### src/rtl/digdar_trigger_gen.sv
// Hysteresis threshold trigger: N consecutive excited samples detect, trig_o pulses 1+delay_i clocks later.
// No backpressure; invalid sample cycles are skipped, and enable_i low forces re-arming via relaxation.
module digdar_trigger_gen #(
    parameter int WIDTH = 14,
    parameter int DLY_W = 32
) (
    input  logic                    adc_clk_i,
    input  logic                    adc_rstn_i,
    input  logic                    enable_i,
    input  logic                    clear_i,
    input  logic signed [WIDTH-1:0] sample_i,
    input  logic                    sample_valid_i,
    input  logic signed [WIDTH-1:0] thresh_excite_i,
    input  logic signed [WIDTH-1:0] thresh_relax_i,
    input  logic        [7:0]       latency_i,
    input  logic        [DLY_W-1:0] delay_i,
    output logic                    trig_o,
    output logic        [1:0]       state_o,
    output logic        [31:0]      trig_count_o,
    output logic        [DLY_W-1:0] trig_period_o
);

    typedef enum logic [1:0] {
        RELAXED    = 2'd0,
        EXCITING   = 2'd1,
        DELAYING   = 2'd2,
        WAIT_RELAX = 2'd3
    } state_t;

    state_t             state_q, state_d;
    logic [7:0]         ecnt_q, ecnt_d;
    logic [DLY_W-1:0]   dcnt_q, dcnt_d;
    logic               trig_q, trig_d;
    logic [31:0]        count_q, count_d;
    logic [DLY_W-1:0]   period_q, period_d;
    logic [DLY_W-1:0]   pcnt_q, pcnt_d;

    logic               rising;
    logic               excited;
    logic               relaxed;
    logic [7:0]         lat_eff;
    logic [8:0]         ecnt_inc;
    logic               detect;

    assign rising   = (thresh_excite_i >= thresh_relax_i);
    assign excited  = rising ? (sample_i >= thresh_excite_i) : (sample_i <= thresh_excite_i);
    assign relaxed  = rising ? (sample_i <= thresh_relax_i)  : (sample_i >= thresh_relax_i);
    assign lat_eff  = (latency_i == 8'd0) ? 8'd1 : latency_i;
    assign ecnt_inc = {1'b0, ecnt_q} + 9'd1;

    always_comb begin
        state_d = state_q;
        ecnt_d  = ecnt_q;
        dcnt_d  = dcnt_q;
        trig_d  = 1'b0;
        detect  = 1'b0;

        case (state_q)
            RELAXED: begin
                ecnt_d = 8'd0;
                if (sample_valid_i && excited) begin
                    ecnt_d = 8'd1;
                    if (lat_eff == 8'd1) detect = 1'b1;
                    else                 state_d = EXCITING;
                end
            end
            EXCITING: begin
                if (sample_valid_i) begin
                    if (excited) begin
                        ecnt_d = ecnt_inc[7:0];
                        // >= so a latency lowered mid-run still detects
                        if (ecnt_inc >= {1'b0, lat_eff}) detect = 1'b1;
                    end else begin
                        ecnt_d  = 8'd0;
                        state_d = RELAXED;
                    end
                end
            end
            DELAYING: begin
                dcnt_d = dcnt_q - DLY_W'(1);
                if (dcnt_q == DLY_W'(1)) begin
                    trig_d  = 1'b1;
                    state_d = WAIT_RELAX;
                end
            end
            default: begin
                ecnt_d = 8'd0;
                if (sample_valid_i && relaxed) state_d = RELAXED;
            end
        endcase

        if (detect) begin
            ecnt_d = 8'd0;
            dcnt_d = delay_i;
            if (delay_i == '0) begin
                trig_d  = 1'b1;
                state_d = WAIT_RELAX;
            end else begin
                state_d = DELAYING;
            end
        end

        if (!enable_i) begin
            state_d = WAIT_RELAX;
            trig_d  = 1'b0;
            ecnt_d  = 8'd0;
            dcnt_d  = '0;
        end
    end

    always_comb begin
        pcnt_d   = (&pcnt_q) ? pcnt_q : pcnt_q + DLY_W'(1);
        count_d  = count_q;
        period_d = period_q;
        if (trig_q) begin
            period_d = pcnt_q;
            pcnt_d   = DLY_W'(1);
            count_d  = count_q + 32'd1;
        end
        if (clear_i) begin
            count_d  = 32'd0;
            period_d = '0;
            pcnt_d   = trig_q ? DLY_W'(1) : '0;
        end
    end

    always_ff @(posedge adc_clk_i or negedge adc_rstn_i) begin
        if (!adc_rstn_i) begin
            state_q  <= WAIT_RELAX;
            ecnt_q   <= 8'd0;
            dcnt_q   <= '0;
            trig_q   <= 1'b0;
            count_q  <= 32'd0;
            period_q <= '0;
            pcnt_q   <= '0;
        end else begin
            state_q  <= state_d;
            ecnt_q   <= ecnt_d;
            dcnt_q   <= dcnt_d;
            trig_q   <= trig_d;
            count_q  <= count_d;
            period_q <= period_d;
            pcnt_q   <= pcnt_d;
        end
    end

    assign trig_o        = trig_q;
    assign state_o       = state_q;
    assign trig_count_o  = count_q;
    assign trig_period_o = period_q;

endmodule

### config.mk
export PLATFORM = sky130hd
export DESIGN_NAME = digdar_trigger_gen
export DESIGN_NICKNAME = d
export VERILOG_FILES = /design/src/rtl/digdar_trigger_gen.sv
export SDC_FILE = /design/constraint.sdc
export NUM_CORES = 1
export LEC_CHECK = 0
export ABC_AREA = 1
export BUFFER_PORTS_ARGS = -buffer_cell sky130_fd_sc_hd__clkbuf_2
export CAP_MARGIN = 20
export CORE_MARGIN = 5
export CORE_UTILIZATION = 55
export CTS_BUF_LIST = sky130_fd_sc_hd__clkbuf_8
export DETAILED_ROUTE_END_ITERATION = 8
export PLACE_DENSITY = 0.78
export REMOVE_ABC_BUFFERS = 1
export SLEW_MARGIN = 15
export SYNTH_ARGS = -nofsm -noshare
export SYNTH_HDL_FRONTEND = slang
export SYNTH_SLANG_ARGS = --single-unit
### constraint.sdc
create_clock -name adc_clk_i -period 5.4 [get_ports adc_clk_i]
set_clock_uncertainty 0.2 [all_clocks]
set_input_delay 0.54 -clock adc_clk_i [delete_from_list [all_inputs] [get_ports adc_clk_i]]
set_output_delay 0.54 -clock adc_clk_i [all_outputs]
set_load 0.05 [all_outputs]
==> flow_metrics.tcl, run 1 <==
set metrics [dict create \
    row_count 47 \
    post_cts_resized 0 \
    setup-violations-final 0 \
    fp.dieArea_sq_mm 0.0196 \
    p_leak_nw 5.33 \
    worst_path_largest_cell_delay_ps 530 \
    min_delay_worst_endpoint "dcnt_q[27]" \
    tritoncts "built" \
    htree_levels 4 \
    synth.cell_area_sq_mm 0.00928 \
    final_max_slew_viol_count 0 \
    postSynth.topFlopCell "sky130_fd_sc_hd__dfrtp_1" \
    ios 154 \
    fp.coreArea_sq_mm 0.0166 \
    gp_routability_congestion 0.965 \
    whs_path_depth 3 \
    route.vias.total 8962 \
    drive_gt1_share_pct 16.5 \
    worst_slew_margin_rel_pct 40.1 \
    crit_type "reg -> reg" \
    globalRoute.totalOverflow 0 \
    timing.critical_path.slowest_stage_cell "sky130_fd_sc_hd__nand3_4" \
    end_kind "register" \
    totalNegativeSetupSlack_ps 0 \
    die_height_um 140 \
    fp.dieW_um 140 \
    tritoncts_buffer_count 17 \
    timing_worst_slew_pin_value_ps 896 \
    min_period_ps 4130 \
    grt_setup_unrepaired "false" \
    hold_viol 0 \
    synth-async-reset-ratio_pct 100 \
    critical_path_buffers_and_inverters 2 \
    layout_commonest_cell "sky130_fd_sc_hd__nand2_1" \
    postSynthAreaPerCell_sq_um 7.30 \
    initial_core_util_pct 56.0 \
    total_routing_resource_utilization_after_global_routing_pct 24.3 \
    finish.utilization_pct 64.3 \
    detail_route.drc_violations 0 \
    postRouteWirelength_um 23700 \
    port_buffers 153 \
    clock_insertion_delay_worst_skew_ps 470 \
    initial_antenna_violation_count 0 \
    critPathMostFrequentCell "sky130_fd_sc_hd__nand2_1" \
    n_fill_cell 1491 \
    critPathMaxFanout 67 \
    worst-endpoint-required_ps 5540 \
    power_density_mw_per_mm2 342 \
    cp_cell_sequence "ha_1 > nand2_1 > nor2_2 > nand3_1 > xor2_1 > inv_1 > ha_1 > a21oi_1 > o21ai_1 > nor2_1 > nand3_1 > nand2_1 > nand2_1 > nand3_4 > nand3_4 > nand2_4 > inv_4 > nand2_1 > o21ai_1" \
    flow.area_growth_from_synthesis_pct 15.0 \
    clkTransAtPathRegs_ps 80 \
    layout_common_cells "sky130_fd_sc_hd__nand2_1 (291), sky130_fd_sc_hd__inv_1 (207), sky130_fd_sc_hd__clkbuf_2 (152)" \
    max_cap_violations 0 \
    synth.lib_cells_used.distinct 44 \
    hold_path_startpoint "delay_i[27]" \
    worst_r2r_path_depth 19 \
    synth_seq_area_share_pct 37.5 \
    wire_length_of_the_first_global_routing_pass_um 40200 \
    nNetsFinal 1562 \
    num_antenna_cells 0 \
    min_period_over_period_pct 76.5 \
    holdCritPathClass "in -> reg" \
    clockBufferDepth 2 \
    status "finished, final reports clean" \
    critical_path.top_delay_family "simple AND/OR/NAND/NOR gates" \
    synth_edf_count 0 \
    dr.pass1.iters 6 \
    drt-vias-per-instance 5.42 \
    worstSetupStartpointType "register" \
    totalPowerFinal_mw 3.65 \
    vias_in_the_first_global_route 8712 \
    timing.rr.start "ecnt_q[0]" \
    r2r_setup_slack_ps 1270 \
    fmax_ghz 0.242 \
    clk_root_buffer_cell "sky130_fd_sc_hd__clkbuf_8" \
    antenna_left 0 \
    synthesis.yosys.warnings 0 \
    ys_seq_elements 139 \
    worst-endpoint-arrival_ps 4280 \
    grt_max_degree 98 \
    dpl.hpwl_um 17800 \
    syn-instance-count 1272 \
    vdd_drop_max_uv 270 \
    numClockSinks 139 \
    route.detailed.wl_per_inst_um 14.3 \
    drt_iter0_markers 826 \
    crit-reg2reg-capture "dcnt_q[29]" \
]
==> tightest hold or removal path: stages <==
cell and delay, ps:
sky130_fd_sc_hd__clkbuf_2 110, sky130_fd_sc_hd__o21ai_1 80, sky130_fd_sc_hd__o22ai_2 80
==> report_power, final <==
part           leakage [nW]  switching, mW  internal (mW)
logic                  3.19          0.888          0.504
clock network         0.220          0.432          0.549
registers              1.92          0.113           1.16
==> synth_stat cells, types with 2 or more instances <==
master,count,area share (%)
sky130_fd_sc_hd__nor2_1,89,3.6
sky130_fd_sc_hd__a21oi_1,57,3.1
sky130_fd_sc_hd__xnor2_1,2,0.19
sky130_fd_sc_hd__o41ai_1,5,0.47
sky130_fd_sc_hd__inv_1,206,8.3
sky130_fd_sc_hd__o21a_1,6,0.49
sky130_fd_sc_hd__nand2_2,5,0.34
sky130_fd_sc_hd__nand2_4,2,0.24
sky130_fd_sc_hd__a221oi_1,3,0.28
sky130_fd_sc_hd__nor4_1,22,1.5
sky130_fd_sc_hd__dfrtp_1,137,37
sky130_fd_sc_hd__nor2_4,3,0.36
sky130_fd_sc_hd__buf_6,7,0.85
sky130_fd_sc_hd__nor2_2,17,1.1
sky130_fd_sc_hd__o22ai_2,3,0.40
sky130_fd_sc_hd__nand2_1,291,12
sky130_fd_sc_hd__o21ai_0,77,4.2
sky130_fd_sc_hd__o22ai_1,7,0.47
sky130_fd_sc_hd__nand3b_1,4,0.32
sky130_fd_sc_hd__nor3_2,3,0.32
sky130_fd_sc_hd__a211oi_1,6,0.49
sky130_fd_sc_hd__or2_2,6,0.40
sky130_fd_sc_hd__nor3b_1,2,0.16
sky130_fd_sc_hd__o21ai_1,48,2.6
sky130_fd_sc_hd__nand3_2,2,0.22
sky130_fd_sc_hd__buf_4,2,0.16
sky130_fd_sc_hd__nand4_1,28,1.9
sky130_fd_sc_hd__ha_1,55,7.4
sky130_fd_sc_hd__xor2_1,29,2.7
sky130_fd_sc_hd__dfstp_2,2,0.57
sky130_fd_sc_hd__nand3_4,2,0.38
sky130_fd_sc_hd__inv_2,4,0.16
sky130_fd_sc_hd__a31oi_1,7,0.47
sky130_fd_sc_hd__nand3_1,67,3.6
sky130_fd_sc_hd__clkbuf_1,14,0.57
sky130_fd_sc_hd__buf_2,4,0.22
sky130_fd_sc_hd__nor3_1,41,2.2
==> per-stage QoR <==
step	hold slack (ps)	std cells	instance area, sq um	setup WS, ps
after floorplan	44.4	1245	9110	2000
after global placement	258	1619	10200	1370
after detailed placement	263	1619	10200	1290
after CTS	168	1652	10600	1270
after global routing	200	1653	10700	838
final	190	1653	10700	1270
==> logic make-up after synthesis <==
logic type               synth area share, %
adder cells (fa/ha/maj)                 7.42
flip-flops                              37.5
AND/OR/NAND/NOR                         28.7
AO/OA/AOI/OAI                           13.1
XOR/XNOR                                2.93
buffers and inverters                   10.4
==> worst max-delay path by stage <==
| stage | start | to | slack [ps] | cells past startpoint |
|---|---|---|---|---|
| after floorplan | ecnt_q[0] | dcnt_q[29] | 2000 | 20 |
| after global placement | latency_i[6] | dcnt_q[29] | 1370 | 18 |
| after detailed placement | ecnt_q[0] | dcnt_q[18] | 1290 | 19 |
| after CTS | ecnt_q[0] | dcnt_q[29] | 1270 | 19 |
| after global routing | ecnt_q[0] | dcnt_q[29] | 840 | 20 |
| final | ecnt_q[0] | dcnt_q[29] | 1270 | 19 |
==> per-layer routing <==
metal  track usage, %  wire length [um]
met5                0                 0
met2             41.0             11400
met4             6.94               447
met1             32.0             10300
met3             4.84              1540
==> final cells by class <==
class	instances	area [sq um]	share of cell area, %
clock buffers	17	234	2.19
clock inverters	15	224	2.10
inverters	211	795	7.45
multi-input cells	895	4840	45.4
flip-flops and latches	139	3480	32.6
well taps	220	275	2.58
repair buffers	156	817	7.66
==> flip-flops by register name, summed over array words and instances (netlist names) <==
register	flops
dcnt_q	32
pcnt_q	32
trig_count_o	32
trig_period_o	32
ecnt_q	8
state_o	2
trig_o	1
==> what timing repair did <==
action / CTS / global route
hold buffers: 1 / 0
buffers inserted: 0 / 0
endpoints found under the hold margin: 29 / 0
No activity file was read; power rests on OpenSTA's default activity.
==> run 2, diff against run 1 <==
Settings changed: ABC_AREA 1 to 0, CORE_UTILIZATION 55 to 53, PLACE_DENSITY 0.78 to 0.8.
Clock period 5.4 ns to 3.8 ns, I/O delays scaled along.
==> run 2 against run 1 <==
  * Worst hold slack worse by 130 ps
  * First-iteration DRC count down 53%
  * Die area down 5.7%
  * Register-to-register slack worse by 1000 ps
  * Area after synthesis down 9.5%
  * Flip-flop and latch count unchanged
  * Clock-buffer cell count up 1
  * Design area down 7.7%
  * Cell count down 23%
  * Synthesized cell count down 29%
  * Critical path type unchanged
  * Largest cell class unchanged
==> flow_metrics.tcl, run 2 <==
set metrics [dict create \
    status "finished, final reports clean" \
    layout.cell_area.non_filler_sq_mm 0.00985 \
    combinationalPowerShare_pct 23.3 \
    p_sw_mw 1.22 \
    fp.dieW_um 136 \
    synthesis.yosys.warnings 0 \
    min_period_over_period_pct 94.2 \
    syn-instance-count 899 \
    synthDominantCellAreaShare_pct 40.8 \
    total_routing_resource_utilization_after_global_routing_pct 21.4 \
    grt_setup_unrepaired "false" \
    end_kind "register" \
    route.vias.total 7118 \
    power_density_mw_per_mm2 399 \
    num_antenna_cells 0 \
    numClockSinks 139 \
    switching_share_pct 31.0 \
    clockPowerShare_pct 33.5 \
    yosys-top-cells-count "sky130_fd_sc_hd__dfrtp_1 (137), sky130_fd_sc_hd__nor2_1 (113), sky130_fd_sc_hd__nand2_1 (57)" \
    drive_gt1_share_pct 20.5 \
    max_cap_violations 0 \
    totalNegativeSetupSlack_ps 0 \
    seq_area_sq_mm 0.00348 \
    worst_slew_margin_rel_pct 45.1 \
    totalPowerFinal_mw 3.93 \
    dominant_cell_type_by_area_after_synthesis "sky130_fd_sc_hd__dfrtp_1" \
    vdd_drop_max_uv 241 \
    dr.pass1.iters 4 \
    initial_antenna_violation_count 0 \
    worst-endpoint-arrival_ps 3760 \
    wire_length_of_the_first_global_routing_pass_um 32500 \
    grt_max_degree 92 \
    die_height_um 136 \
    clock_insertion_delay_worst_skew_ps 450 \
    postSynth.topFlopCell "sky130_fd_sc_hd__dfrtp_1" \
    register_share_of_total_power_pct 43.2 \
    tritoncts "built" \
    p_int_mw 2.71 \
    layout_common_cells "sky130_fd_sc_hd__clkbuf_2 (152), sky130_fd_sc_hd__dfrtp_1 (136), sky130_fd_sc_hd__nor2_1 (112)" \
    holdCritPathClass "in -> reg" \
    critical_path.top_delay_family "compound AO/OA/AOI/OAI gates" \
    postSynthAreaPerCell_sq_um 9.34 \
    timing.critical_path.slowest_stage_cell "sky130_fd_sc_hd__dfrtp_1" \
    synth_area_leaders "sky130_fd_sc_hd__dfrtp_1 (41%), sky130_fd_sc_hd__ha_1 (8.2%), sky130_fd_sc_hd__nor2_1 (5.1%), sky130_fd_sc_hd__mux2i_1 (4.8%), sky130_fd_sc_hd__xnor2_1 (4.7%)" \
    worst_path_largest_cell_delay_ps 390 \
    antenna_left 0 \
    fp.dieArea_sq_mm 0.0185 \
    synth_edf_count 0 \
    p_leak_nw 4.62 \
    critPathMaxFanout 12 \
    drt-vias-per-instance 5.56 \
    n_fill_cell 1336 \
    route.detailed.wl_per_inst_um 15.0 \
    crit_type "reg -> reg" \
    synth-async-reset-ratio_pct 100 \
    final_max_slew_viol_count 0 \
    placed_area_sq_mm 0.00938 \
    layout_commonest_cell "sky130_fd_sc_hd__clkbuf_2" \
    min_period_ps 3580 \
    worst-endpoint-required_ps 3980 \
    timing_worst_slew_pin_value_ps 824 \
    finish.utilization_pct 62.7 \
    setup-violations-final 0 \
    synth.lib_cells_used.distinct 62 \
    detail_route.drc_violations 0 \
    critPathMostFrequentCell "sky130_fd_sc_hd__ha_1" \
    whs_ps 56.1 \
    gp_routability_congestion 0.850 \
    synth_seq_area_share_pct 41.5 \
    drt_iter0_markers 388 \
    dpl.hpwl_um 14200 \
    worstSetupStartpointType "register" \
    flow.area_growth_from_synthesis_pct 17.3 \
    cp_cell_sequence "ha_1 > nand3_1 > nor2_2 > xor2_1 > ha_1 > nand2_1 > nor2_1 > a211oi_1 > o21ai_1 > a211o_1 > or2_2 > a2111oi_4 > buf_4 > a21o_1 > a22o_1" \
    port_buffers 153 \
    globalRoute.totalOverflow 0 \
    hold_viol 0 \
    postRouteWirelength_um 19200 \
    critical_path_buffers_and_inverters 1 \
    fp.coreArea_sq_mm 0.0157 \
    clockBufferDepth 2 \
    clkTransAtPathRegs_ps 80 \
    total_area_of_multi_input_combinational_cells_sq_mm 0.00456 \
    htree_levels 4 \
    post-synth-top-count-cell "sky130_fd_sc_hd__dfrtp_1" \
    clk_root_buffer_cell "sky130_fd_sc_hd__clkbuf_8" \
    ios 154 \
    vias_in_the_first_global_route 7018 \
    fmax_ghz 0.280 \
    row_count 46 \
    ys_seq_elements 139 \
    nNetsFinal 1193 \
    tritoncts_buffer_count 17 \
    initial_core_util_pct 53.4 \
    synth.cell_area_sq_mm 0.00840 \
]
-- run 2: what timing repair did --
action,in CTS,in global routing
setup endpoints to repair,0,5
buffers inserted,0,0
endpoints found under the hold margin,93,0
hold buffers,3,0
resized for setup,0,1
-- run 2: area by class of cell --
type / instances / area share (%)
Clock inverter: 14 / 1.96
Multi-Input combinational cell: 673 / 46.3
Sequential cell: 139 / 35.3
Clock buffer: 18 / 2.51
Inverter: 52 / 1.98
Timing Repair Buffer: 168 / 9.18
Tap cell: 216 / 2.74
-- run 2: worst min-delay path: stages --
cell and delay (ps):
sky130_fd_sc_hd__clkbuf_2 130, sky130_fd_sc_hd__nand3_1 80, sky130_fd_sc_hd__a21oi_1 60
-- run 2: logic make-up after synthesis --
kind of cell | Yosys count | share of synthesized area, %
AND/OR/NAND/NOR | 370 | 22.4
flip-flops | 139 | 41.5
AO/OA/AOI/OAI | 123 | 9.88
buffers and inverters | 87 | 4.32
XOR/XNOR | 85 | 8.96
adder cells (fa/ha/maj) | 55 | 8.20
multiplexers | 40 | 4.77
-- run 2: stage by stage --
| step | setup WS, ps | cells |
|---|---|---|
| final | 222 | 1280 |
| after global routing | 26.3 | 1280 |
| after CTS | 204 | 1280 |
| after detailed placement | 240 | 1245 |
| after global placement | 326 | 1245 |
| after floorplan | -1020 | 864 |
-- run 2: final timing paths --
check / start / slack (ps) / cells past startpoint / to
max: ecnt_q[1] / 220 / 15 / ecnt_q[4]
min: sample_valid_i / 60 / 3 / ecnt_q[0]
max reg2reg: ecnt_q[1] / 220 / 15 / ecnt_q[4]
min reg2reg: trig_period_o[6] / 330 / 2 / trig_period_o[6]
max in group asynchronous: adc_rstn_i / 2220 / 3 / state_o[0]
min in group asynchronous: adc_rstn_i / 370 / 2 / trig_period_o[19]
-- run 2: layer usage --
layer	share of wire, %	global-route usage [%]	vias up
met1	45	28.3	3410
met3	5.7	4.48	29
met4	1.9	6.55	0
met2	48	35.5	202
li1	-	-	3477
met5	0	0	-
-- run 2: power groups by stage --
stage	logic (mW)	clock network (mW)	registers [mW]
2_1_floorplan	0.644	0	1.72
3_3_place_gp	0.885	0	1.72
3_5_place_dp	0.905	0	1.72
4_1_cts	0.920	1.35	1.70
5_1_grt	1.03	1.42	1.71
6_report	0.917	1.32	1.70
